[config.mk]
export PLATFORM = sky130hd
export DESIGN_NAME = video_shifter
export DESIGN_NICKNAME = d
export VERILOG_FILES = /design/src/rtl/video_pkg.sv /design/src/rtl/video_fifo.sv /design/src/rtl/video_shifter.sv
export SDC_FILE = /design/constraint.sdc
export NUM_CORES = 1
export LEC_CHECK = 0
export CAP_MARGIN = 20
export CORE_MARGIN = 5
export CORE_UTILIZATION = 40
export CTS_CLUSTER_SIZE = 24
export DETAILED_ROUTE_END_ITERATION = 10
export GPL_TIMING_DRIVEN = 1
export SLEW_MARGIN = 20
export SYNTH_ARGS = -nofsm -noshare
export SYNTH_HDL_FRONTEND = slang
export SYNTH_SLANG_ARGS = --single-unit
[constraint.sdc]
create_clock -name clk -period 3.15 [get_ports clk]
set_input_delay 0.7875 -clock clk [delete_from_list [all_inputs] [get_ports clk]]
set_output_delay 0.7875 -clock clk [all_outputs]
set_load 0.02 [all_outputs]
[src/rtl/video_pkg.sv]
// Shared constants and helpers for the video pixel serialiser.
// Background pixels are all ones; pixel width is limited to 1, 2 or 4 bits.
package video_pkg;

    localparam logic FILL_BIT = 1'b1;

    function automatic bit bppLegal(input int bpp);
        return (bpp == 1) || (bpp == 2) || (bpp == 4);
    endfunction

    function automatic int pixelsPerWord(input int dataWidth, input int bpp);
        return dataWidth / bpp;
    endfunction

endpackage

[src/rtl/video_fifo.sv]
// Synchronous word FIFO with registered occupancy level and full/empty flags.
// A push is accepted when full only if a pop happens on the same edge.
module video_fifo #(
    parameter int WIDTH = 8,
    parameter int DEPTH = 2
) (
    input  logic                     clk,
    input  logic                     reset,
    input  logic                     push,
    input  logic                     pop,
    input  logic [WIDTH-1:0]         wr_data,
    output logic [WIDTH-1:0]         rd_data,
    output logic                     full,
    output logic                     empty,
    output logic [$clog2(DEPTH):0]   level
);

    localparam int PTR_W = $clog2(DEPTH);
    localparam int LVL_W = PTR_W + 1;
    localparam logic [LVL_W-1:0] LVL_FULL = LVL_W'(DEPTH);

    logic [WIDTH-1:0] mem_r [DEPTH];
    logic [PTR_W-1:0] wr_ptr_r;
    logic [PTR_W-1:0] rd_ptr_r;
    logic [LVL_W-1:0] level_r;
    logic             do_pop_s;
    logic             do_push_s;

    assign full    = (level_r == LVL_FULL);
    assign empty   = (level_r == {LVL_W{1'b0}});
    assign level   = level_r;
    assign rd_data = mem_r[rd_ptr_r];

    // Qualify requests: pop needs data, push needs room or a same-edge pop.
    always_comb begin
        do_pop_s  = 1'b0;
        do_push_s = 1'b0;
        if (pop && !empty) begin
            do_pop_s = 1'b1;
        end else begin
            do_pop_s = 1'b0;
        end
        if (push && (!full || do_pop_s)) begin
            do_push_s = 1'b1;
        end else begin
            do_push_s = 1'b0;
        end
    end

    // Storage, pointers and level update.
    always_ff @(posedge clk or negedge reset) begin
        if (!reset) begin
            for (int i = 0; i < DEPTH; i++) begin
                mem_r[i] <= {WIDTH{1'b0}};
            end
            wr_ptr_r <= {PTR_W{1'b0}};
            rd_ptr_r <= {PTR_W{1'b0}};
            level_r  <= {LVL_W{1'b0}};
        end else begin
            if (do_push_s) begin
                mem_r[wr_ptr_r] <= wr_data;
                wr_ptr_r        <= wr_ptr_r + PTR_W'(1);
            end
            if (do_pop_s) begin
                rd_ptr_r <= rd_ptr_r + PTR_W'(1);
            end
            case ({do_push_s, do_pop_s})
                2'b10:   level_r <= level_r + LVL_W'(1);
                2'b01:   level_r <= level_r - LVL_W'(1);
                default: level_r <= level_r;
            endcase
        end
    end

endmodule

[src/rtl/video_shifter.sv]
// Video pixel serialiser: captures snooped VRAM words into a FIFO and shifts
// them out as BPP-bit pixels, one pixel every divider+1 clocks while enabled.
module video_shifter
    import video_pkg::*;
#(
    parameter int DATA_WIDTH   = 8,
    parameter int BPP          = 1,
    parameter int DIV_BITS     = 4,
    parameter int FIFO_DEPTH   = 2,
    parameter int LOAD_LATENCY = 1
) (
    input  logic                          clk,
    input  logic                          reset,
    input  logic                          loadStrobe,
    input  logic [DATA_WIDTH-1:0]         loadData,
    input  logic                          enable,
    input  logic [DIV_BITS-1:0]           divider,
    input  logic                          clearFlags,
    output logic [BPP-1:0]                pixelOut,
    output logic [$clog2(FIFO_DEPTH):0]   fifoLevel,
    output logic                          underrun,
    output logic                          overflow
);

    localparam int PPW    = pixelsPerWord(DATA_WIDTH, BPP);
    localparam int LEFT_W = $clog2(PPW + 1);
    localparam int LVL_W  = $clog2(FIFO_DEPTH) + 1;
    localparam logic [LEFT_W-1:0]     LEFT_FULL = LEFT_W'(PPW);
    localparam logic [LEFT_W-1:0]     LEFT_ONE  = LEFT_W'(1);
    localparam logic [DATA_WIDTH-1:0] FILL_WORD = {DATA_WIDTH{FILL_BIT}};
    localparam logic [DATA_WIDTH-1:0] LOW_FILL  = FILL_WORD >> (DATA_WIDTH - BPP);

    if (!bppLegal(BPP) || ((DATA_WIDTH % BPP) != 0) || (FIFO_DEPTH < 2) || (LOAD_LATENCY < 1)) begin : g_bad_param
        $error("video_shifter: illegal parameter combination");
    end

    logic [LOAD_LATENCY-1:0] strobe_pipe_r;
    logic [DIV_BITS-1:0]     cnt_r;
    logic [DIV_BITS-1:0]     cnt_next_s;
    logic [DATA_WIDTH-1:0]   shreg_r;
    logic [DATA_WIDTH-1:0]   shreg_next_s;
    logic [LEFT_W-1:0]       left_r;
    logic [LEFT_W-1:0]       left_next_s;
    logic                    underrun_r;
    logic                    underrun_next_s;
    logic                    overflow_r;
    logic                    overflow_next_s;
    logic                    underrun_set_s;
    logic                    overflow_set_s;
    logic                    capture_s;
    logic                    tick_s;
    logic                    pop_s;
    logic                    fifo_full_s;
    logic                    fifo_empty_s;
    logic [DATA_WIDTH-1:0]   fifo_head_s;
    logic [LVL_W-1:0]        fifo_level_s;

    assign capture_s = strobe_pipe_r[LOAD_LATENCY-1];
    assign tick_s    = enable && (cnt_r == divider);
    assign pop_s     = tick_s && (left_r <= LEFT_ONE) && !fifo_empty_s;

    video_fifo #(
        .WIDTH (DATA_WIDTH),
        .DEPTH (FIFO_DEPTH)
    ) u_fifo (
        .clk     (clk),
        .reset   (reset),
        .push    (capture_s),
        .pop     (pop_s),
        .wr_data (loadData),
        .rd_data (fifo_head_s),
        .full    (fifo_full_s),
        .empty   (fifo_empty_s),
        .level   (fifo_level_s)
    );

    // Pixel timer and shifter next state.
    always_comb begin
        cnt_next_s     = cnt_r;
        shreg_next_s   = shreg_r;
        left_next_s    = left_r;
        underrun_set_s = 1'b0;
        if (!enable) begin
            cnt_next_s   = {DIV_BITS{1'b0}};
            shreg_next_s = FILL_WORD;
            left_next_s  = {LEFT_W{1'b0}};
        end else if (tick_s) begin
            cnt_next_s = {DIV_BITS{1'b0}};
            if (left_r > LEFT_ONE) begin
                shreg_next_s = (shreg_r << BPP) | LOW_FILL;
                left_next_s  = left_r - LEFT_ONE;
            end else if (!fifo_empty_s) begin
                shreg_next_s = fifo_head_s;
                left_next_s  = LEFT_FULL;
            end else begin
                shreg_next_s   = FILL_WORD;
                left_next_s    = {LEFT_W{1'b0}};
                underrun_set_s = 1'b1;
            end
        end else begin
            // Wraps at all ones, which is how a shrunk divider is eventually met.
            cnt_next_s = cnt_r + DIV_BITS'(1);
        end
    end

    // Sticky flags: a set event outranks a simultaneous clear.
    always_comb begin
        overflow_set_s  = capture_s && fifo_full_s && !pop_s;
        underrun_next_s = underrun_r;
        overflow_next_s = overflow_r;
        if (underrun_set_s) begin
            underrun_next_s = 1'b1;
        end else if (clearFlags) begin
            underrun_next_s = 1'b0;
        end else begin
            underrun_next_s = underrun_r;
        end
        if (overflow_set_s) begin
            overflow_next_s = 1'b1;
        end else if (clearFlags) begin
            overflow_next_s = 1'b0;
        end else begin
            overflow_next_s = overflow_r;
        end
    end

    // State registers.
    always_ff @(posedge clk or negedge reset) begin
        if (!reset) begin
            strobe_pipe_r <= {LOAD_LATENCY{1'b0}};
            cnt_r         <= {DIV_BITS{1'b0}};
            shreg_r       <= FILL_WORD;
            left_r        <= {LEFT_W{1'b0}};
            underrun_r    <= 1'b0;
            overflow_r    <= 1'b0;
        end else begin
            strobe_pipe_r <= (strobe_pipe_r << 1) | LOAD_LATENCY'(loadStrobe);
            cnt_r         <= cnt_next_s;
            shreg_r       <= shreg_next_s;
            left_r        <= left_next_s;
            underrun_r    <= underrun_next_s;
            overflow_r    <= overflow_next_s;
        end
    end

    assign pixelOut  = shreg_r[DATA_WIDTH-1 -: BPP];
    assign fifoLevel = fifo_level_s;
    assign underrun  = underrun_r;
    assign overflow  = overflow_r;

endmodule

==> results.py <==
metrics = {
    "outcome": {
        "status": "complete, no violations",
    },
    "sta": {
        "setup_ws_ps": 597,
        "tightest_slew_ps": 840,
        "layout_min_cycle_time_ps": 2550,
        "setup_viol": 0,
        "drv_slew": 0,
        "skew_ps": 6.36,
        "setup_tns_ps": 0,
        "final_hold_viol_count": 0,
        "rsz0062_at_grt": "false",
        "period_share": 0.810,
        "relSlewSlack": 0.440,
        "clock.fmax_mhz": 392,
    },
    "grt": {
        "grt_pass1_vias": 1429,
        "antenna_found_initial": 0,
        "grt_pass1_wl_mm": 6.54,
        "grt_max_degree": 40,
        "grt_usage": 0.134,
        "gr-total-overflow": 0,
    },
    "floorplanning": {
        "ios": 22,
        "std_cell_rows": 25,
        "core_area_sq_um": 4690,
        "die_h_microns": 79.4,
        "die_w_microns": 79.4,
        "start_util": 0.410,
        "die-area_sq_um": 6300,
    },
    "worst_setup_path": {
        "crit_path_start_kind": "input port",
        "cp_max_fo": 9,
        "crit_type": "in2reg",
        "arrival_ps": 2720,
        "rr_worst_depth": 6,
        "startpoint": "divider[0]",
        "end_kind": "register",
        "cpPeakStageDelay_ps": 590,
        "cpMaxStageDelayCell": "o31a_1",
        "rrSetupSlack_ps": 860,
        "path_cells": "clkdlybuf4s50_1 > xnor2_1 > nand4_1 > o31a_1 > mux2_4",
        "timing.rr.start": "left_r[1]",
        "required_ps": 3320,
    },
    "power": {
        "total_leakage_power_nw": 1.02,
        "powerDensity_nw_per_um2": 797,
        "max-vdd-ir-drop_mv": 0.366,
    },
    "synth": {
        "synth_area_leaders": "dfrtp_1 40%, dfstp_2 11%, mux2_2 6.4%",
        "async_flop_share": 1.00,
        "synth_area_per_cell_sq_um": 12.2,
        "synth-seq-area-share": 0.512,
        "ys_top_cells_by_count": "31 x dfrtp_1, 12 x nand2_1, 11 x mux2_2",
        "synth_nets": 179,
        "ys_types": 40,
        "synth_edf_count": 0,
        "netlist_area_sq_um": 1930,
        "yosys.cell_count.top_type": "dfrtp_1",
        "netlist_instances": 158,
        "synth_flop_cell": "dfrtp_1",
        "synth_area_leader_cell": "dfrtp_1",
        "ys_ff_latch": 39,
        "yosysWarnings": 0,
        "yosysTopAreaCellShare": 0.403,
    },
    "min_path": {
        "min_path_type": "reg2reg",
        "min_path_cells": 1,
        "worstHoldStart": "u_fifo.mem_r[7]",
    },
    "detailed_routing": {
        "post-route-drc-count": 0,
        "detail_route.first_pass.iterations": 4,
        "first_iter_violations": 61,
        "wl_per_cell_microns": 15.8,
        "vias": 1309,
        "postRouteAntennaNets": 0,
        "finalWirelength_mm": 3.82,
        "via_per_inst": 5.43,
    },
    "finish": {
        "final_cell_area_sq_um": 2330,
        "final_core_util": 0.496,
        "nNetsFinal": 207,
        "drive_above_1_share": 0.246,
        "area_delta_synth_final_pct": 20.9,
        "antenna_cells": 0,
    },
    "clock_network": {
        "post_cts_resized": 0,
        "clkSinkCount": 39,
        "hold_buffers": 0,
        "clkTransAtPathRegs_ps": 80,
        "h-tree-depth": 2,
        "cts_tree": "done",
        "cts_buffers": 5,
        "post_cts_buffers": 0,
        "clockRootBuffer": "clkbuf_8",
        "clk-insertion-delay-late_ps": 290,
        "cts_buffer_depth": 2,
    },
    "place": {
        "routabilityCongestion": 0.913,
        "preCtsSetupSlack_ps": 305,
        "place_area_sq_um": 2210,
        "dp_hpwl_mm": 2.72,
        "port_buffers": 21,
    },
    "flow_run": {
        "drv_cap": 0,
    },
}
## sequential cells by signal, summed over array words and instances, names as in the netlist
signal	count
shreg_r	8
u_fifo.level	2
u_fifo.rd_ptr_r	1
u_fifo.mem_r	16
left_r	4
underrun	1
u_fifo.wr_ptr_r	1
overflow	1
capture_s	1
cnt_r	4
## kinds of logic (layout without fill, tap and decap cells)
| family | after synthesis | count (layout) | synth area share |
|---|---|---|---|
| buffers and inverters | 11 | 40 | 0.0253 |
| AO/OA/AOI/OAI | 28 | 28 | 0.116 |
| adder cells (fa/ha/maj) | 4 | 4 | 0.0260 |
| XOR/XNOR | 10 | 10 | 0.0455 |
| flip-flops | 39 | 39 | 0.512 |
| multiplexers | 26 | 26 | 0.164 |
| AND/OR/NAND/NOR | 40 | 40 | 0.110 |
## final timing paths
| kind | to |
|---|---|
| worst min register to register | u_fifo.mem_r[7] |
| worst max-delay path | u_fifo.mem_r[13] |
| min in group asynchronous | left_r[3] |
| worst min-delay path | u_fifo.mem_r[7] |
| worst max register to register | u_fifo.mem_r[13] |
| max in group asynchronous | u_fifo.mem_r[14] |
## worst max-delay path: cells and delay by family
| family | cells | cell delay, ps |
|---|---|---|
| AO/OA/AOI/OAI | 1 | 590 |
| buffers and inverters | 1 | 420 |
| multiplexers | 1 | 370 |
| AND/OR/NAND/NOR | 1 | 290 |
| XOR/XNOR | 1 | 260 |
## power breakdown
part           leakage [nW]  internal [W]  switching [W]
combinational         0.492      0.000376       0.000263
clock                0.0612      0.000256       0.000176
sequential            0.466      0.000660       0.000124
total                  1.02       0.00129       0.000563
## cell usage in the layout (no fill, tap or decap), types with 3 or more instances in the layout
cell type	instances
nand3_1	5
dfrtp_1	31
mux2i_1	5
nand2b_1	4
nor2_1	7
buf_4	5
inv_1	6
o22ai_1	6
ha_1	4
clkbuf_8	6
xor2_1	3
clkdlybuf4s50_1	20
xnor2_1	7
o211ai_1	6
mux2_4	8
nand2_1	12
dfstp_2	8
mux2_2	11
## through the flow
| step | hold slack (ps) | std cells | total power (W) |
|---|---|---|---|
| after global routing | 521 | 241 | 0.00197 |
| after floorplan | 452 | 158 | 0.00126 |
| after detailed placement | 477 | 233 | 0.00144 |
| after global placement | 467 | 233 | 0.00141 |
| after CTS | 498 | 241 | 0.00188 |
| final | 497 | 241 | 0.00186 |
## layout make-up
cell class,count,area (sq um)
repair buffers,26,243
flip-flops and latches,39,986
clock buffers,6,82.6
multi-input cells,108,891
well taps,54,67.6
fillers,421,2360
clock inverters,2,35.0
inverters,6,22.5
## layer usage
metal | vias to the layer above | GRT usage | wire length [microns]
li1 | 630 | - | -
met1 | 642 | 0.162 | 1730
met2 | 26 | 0.222 | 1820
met3 | 11 | 0.0384 | 158
met4 | 0 | 0.0619 | 105
met5 | - | 0 | 0
Note: power is estimated with default switching activity, not from simulation.
